[src/rtl/ex_hazard_ctrl.sv]
// ex_hazard_ctrl: forwarding selects plus load-use stall/bubble/flush/freeze sequencing.
// Optional HAZ_STALL_CNT_EN adds saturating ldu_cnt/frz_cnt event counters.
module ex_hazard_ctrl #(
  parameter int REG_AW = 3
) (
  input  logic              clk,
  input  logic              rst,
  input  logic              id_valid,
  input  logic [REG_AW-1:0] id_rs,
  input  logic [REG_AW-1:0] id_rt,
  input  logic              id_use_rs,
  input  logic              id_use_rt,
  input  logic [REG_AW-1:0] id_rd,
  input  logic              id_regwrite,
  input  logic              id_memread,
  input  logic              mem_stall,
  input  logic              flush,
  output logic [1:0]        fwd_A,
  output logic [1:0]        fwd_B,
  output logic              stall_id,
  output logic              bubble_ex,
  output logic              freeze
`ifdef HAZ_STALL_CNT_EN
  ,
  output logic [15:0]       ldu_cnt,
  output logic [15:0]       frz_cnt
`endif
);
  typedef enum logic {RUN, LDUSE} state_t;
  state_t state, state_n;
  // The WB slot never feeds a forward select, so only EX and MEM are shadowed.
  logic ex_v, ex_rw, ex_mr, mem_v, mem_rw;
  logic [REG_AW-1:0] ex_rd, mem_rd;
  logic hz, adv;
  logic [1:0] fa, fb;
  function automatic logic hit(input logic v, input logic rw, input logic [REG_AW-1:0] rd,
                               input logic [REG_AW-1:0] r, input logic u);
    return u && v && rw && (rd == r);
  endfunction
  always_comb begin
    adv = !mem_stall;
    freeze = mem_stall;
    hz = id_valid && ex_mr && (hit(ex_v, ex_rw, ex_rd, id_rs, id_use_rs) ||
                               hit(ex_v, ex_rw, ex_rd, id_rt, id_use_rt));
    stall_id = adv && (state == RUN) && hz && !flush;
    bubble_ex = adv && (stall_id || flush);
    fa[1] = hit(ex_v, ex_rw, ex_rd, id_rs, id_use_rs) && !ex_mr;
    fa[0] = !fa[1] && hit(mem_v, mem_rw, mem_rd, id_rs, id_use_rs);
    fb[1] = hit(ex_v, ex_rw, ex_rd, id_rt, id_use_rt) && !ex_mr;
    fb[0] = !fb[1] && hit(mem_v, mem_rw, mem_rd, id_rt, id_use_rt);
    state_n = !adv ? state : stall_id ? LDUSE : RUN;
  end
  always_ff @(posedge clk)
    state <= rst ? RUN : state_n;
  always_ff @(posedge clk) begin
    if (rst) begin
      {ex_v, ex_rw, ex_mr, ex_rd} <= '0;
      {mem_v, mem_rw, mem_rd} <= '0;
      fwd_A <= 2'b00;
      fwd_B <= 2'b00;
    end else if (adv) begin
      {mem_v, mem_rw, mem_rd} <= {ex_v, ex_rw, ex_rd};
      {ex_v, ex_rw, ex_mr, ex_rd} <= bubble_ex ? '0 : {id_valid, id_regwrite, id_memread, id_rd};
      fwd_A <= bubble_ex ? 2'b00 : fa;
      fwd_B <= bubble_ex ? 2'b00 : fb;
    end
  end
`ifdef HAZ_STALL_CNT_EN
  always_ff @(posedge clk) begin
    if (rst) begin
      ldu_cnt <= '0;
      frz_cnt <= '0;
    end else begin
      if (stall_id && ldu_cnt != 16'hFFFF) ldu_cnt <= ldu_cnt + 16'd1;
      if (freeze && frz_cnt != 16'hFFFF) frz_cnt <= frz_cnt + 16'd1;
    end
  end
`endif
endmodule

[config.mk]
export PLATFORM = sky130hd
export DESIGN_NAME = ex_hazard_ctrl
export DESIGN_NICKNAME = d
export VERILOG_FILES = /design/src/rtl/ex_hazard_ctrl.sv
export SDC_FILE = /design/constraint.sdc
export NUM_CORES = 1
export LEC_CHECK = 0
export BUFFER_PORTS_ARGS = -buffer_cell sky130_fd_sc_hd__buf_4
export CORE_ASPECT_RATIO = 0.5
export CORE_MARGIN = 3
export CORE_UTILIZATION = 30
export DETAILED_ROUTE_END_ITERATION = 8
export PLACE_DENSITY = 0.5
export SYNTH_ARGS = -nofsm -noshare
export SYNTH_HDL_FRONTEND = slang
export SYNTH_SLANG_ARGS = --single-unit
export TNS_END_PERCENT = 100
[constraint.sdc]
create_clock -name clk -period 4.1 [get_ports clk]
set_input_delay 0.41 -clock clk [delete_from_list [all_inputs] [get_ports clk]]
set_output_delay 0.41 -clock clk [all_outputs]
set_load 0.01 [all_outputs]
==> summary.md <==
| Metric | Value |
|---|---|
| Status | `complete, no violations` |
| Reg clk slew, reported paths | `0.06 ns` |
| Layout area overhead | `30.0%` |
| Drt pass-1 iters | `4` |
| Dpl hpwl | `1.62 mm` |
| CTS max path bufs | `2` |
| Num CTS Buffers | `3` |
| # setup viols final | `0` |
| Crit path max fanout | `4` |
| GR Util All Layers | `12.4%` |
| I/O pin cnt | `25` |
| Power per Cell Area | `307 nW/µm²` |
| CTS Hold Bufs | `0` |
| CP Class | `reg2out` |
| Final Max Slew Viols | `0` |
| Initial Util | `32.9%` |
| Setup bufs post-CTS | `0` |
| Max Fclk | `0.445 GHz` |
| WP data required | `3.69 ns` |
| Die W | `82.9 µm` |
| Synthesis Warnings | `0` |
| Initial antenna violation count | `0` |
| Layout cells sized above 1 | `28.7%` |
| Slowest cell on crit path | `a2111o_1` |
| Final Skew | `0.00755 ns` |
| TritonCTS clock tree | `yes` |
| Drt total wl | `2.12 mm` |
| Hold Crit Class | `in2reg` |
| Fin. Hold Viols | `0` |
| Post-DRT Antenna Nets | `0` |
| Vias | `764` |
| Crit-path max cell delay | `0.48 ns` |
| Slew HR | `62.4%` |
| Placer Congestion | `0.737` |
| Final Cycle Share | `54.8%` |
| I/O Buffers | `24` |
| Vias in the first global route | `700` |
| Antenna diode instance count | `0` |
| Worst IR Drop VDD | `123 µV` |
| Crit path launch type | `register` |
| RSZ-0062 raised after global routing | `false` |
| Largest net degree at the start of global routing | `18` |
| Synth Area in XOR/XNOR | `14.4%` |
| Measured slew at the worst slew-check pin | `0.563 ns` |
| Syn Area/Cell | `9.15 µm²` |
| Post-Synth Simple-Gate Area | `29.1%` |
| Wire per inst | `13.4 µm` |
| Synth Cell Area | `887 µm²` |
| Most frequent cells in the layout | `buf_4 (24), dfxtp_1 (16), nand2_1 (14)` |
| CTS H-tree lvls | `1` |
| Compound-Gate Fraction of Synth Area | `13.8%` |
| Syn Inst Count | `97` |
| Max-cap viol count | `0` |
| Post-CTS sizing | `0` |
| Initial drt markers | `49` |
| CTS Sinks | `16` |
| Clock latency on the worst-skew pair | `0.25 ns` |
| Post-synth cell types | `26` |
| Seq/Total Area, Yosys | `36.1%` |
| Via-to-Cell Ratio | `4.81` |
| Lkg Pwr | `0.453 nW` |
| Fin crit period | `2.25 ns` |
| Setup TNS | `0 ns` |
| Nets | `141` |
| Clk Tree Root Cell | `clkbuf_8` |
| Synth Net Count | `115` |
| Most common cell after layout, fill and taps aside | `buf_4` |
| # DRC | `0` |
| Die ar. | `3680 µm²` |
| Arrival time worst endpoint | `1.84 ns` |
| Core area | `2700 µm²` |
| Proportion of synthesized area in mux cells | `4.51%` |
| Yosys reg bits | `16` |
| Combinational family with the most area after synthesis | `simple AND/OR/NAND/NOR gates` |
| Worst setup EP type | `primary output` |
| Global-route wire length before repair | `3.44 mm` |
| Hold_ws | `0.427 ns` |
| Area share of fa/ha/maj cells after synthesis | `0%` |
| # rows | `13` |
| Crit-path cells | `xnor2_2 -> nand4_2 -> a2111o_1 -> a21oi_1 -> buf_4` |
| Die height | `44.5 µm` |
| Global route overflow | `0` |
[metrics by stage]
stage	util, %	area, µm²	power [mW]	std cells	setup WS, ns
5_1_grt	42.7	1150	0.372	159	1.76
3_3_place_gp	40.7	1100	0.215	155	2.03
6_report	42.7	1150	0.354	159	1.85
2_1_floorplan	-	887	0.191	97	2.27
3_5_place_dp	40.7	1100	0.215	155	2.03
4_1_cts	42.7	1150	0.361	159	1.84
[flip-flops by register name (all words and copies together) (netlist names)]
name / flops
mem_v: 1
ex_v: 1
fwd_B: 2
mem_rd: 3
ex_rw: 1
ex_mr: 1
state: 1
ex_rd: 3
mem_rw: 1
fwd_A: 2
[synthesized netlist by cell type, drive strengths merged]
library cell	instances	area share, %
nor2b	1	0.71
nand3b	6	5.1
dfxtp	16	36
xnor2	6	8.5
nor2	6	2.5
nand2b	5	3.5
inv	1	0.42
or2	1	0.71
nand4b	2	2.0
o32ai	2	2.0
a2111oi	1	3.1
o22ai	1	0.71
a2111o	1	1.3
and4b	2	2.3
a21oi	6	3.4
clkbuf	1	0.42
nand2	14	5.9
xor2	6	5.9
buf	2	1.3
o21ai	6	3.4
nor4	3	2.1
nand4	4	4.2
mux2i	4	4.5
[path summary, 6_finish.rpt]
path	from	endpoint	slack, ns	cells after the start
max	ex_rd[2]$_SDFFE_PP0N_	bubble_ex	1.85	5
min	id_regwrite	ex_rw$_SDFFE_PP0N_	0.43	3
max reg2reg	ex_rd[2]$_SDFFE_PP0N_	fwd_A[0]$_SDFFE_PP0N_	2.33	4
min reg2reg	fwd_A[1]$_SDFFE_PP0N_	fwd_A[1]$_SDFFE_PP0N_	0.47	2
[metal layers]
| metal | up-vias | track usage (%) | part of all wire (%) | wire length [µm] |
|---|---|---|---|---|
| met5 | - | 0 | 0 | 0 |
| met4 | 0 | 4.89 | 0.52 | 11 |
| met3 | 2 | 4.09 | 4.6 | 98 |
| met2 | 16 | 16.6 | 40 | 858 |
| met1 | 345 | 17.9 | 54 | 1160 |
| li1 | 401 | - | - | - |
[power by group]
part | internal (mW) | switching, mW | total, mW
Clock | 0.0853 | 0.0578 | 0.143
Combinational | 0.0247 | 0.0229 | 0.0476
Sequential | 0.159 | 0.00483 | 0.164
Total | 0.269 | 0.0855 | 0.354
[cell type report]
class	count	area [µm²]
fillers	284	1550
well taps	37	46.3
multi-input cells	77	548
flip-flops and latches	16	320
clock buffers	4	55.1
inverters	1	3.75
repair buffers	24	180
[kinds of logic after synthesis]
logic type      after synthesis
simple gates                 44
compound gates               17
flops                        16
xor+xnor                     12
mux                           4
buf+inv                       4
[worst max-delay path, delay by kind of cell, from the launching register on]
family | cells | cell delay [ns]
xor gates and xnor gates | 1 | 0.17
DFF | 1 | 0.46
and+or+nand+nor | 1 | 0.18
buffers and inverters | 1 | 0.13
AOI/OAI and AO/OA | 2 | 0.63
Note: power is estimated with default switching activity, not from simulation.
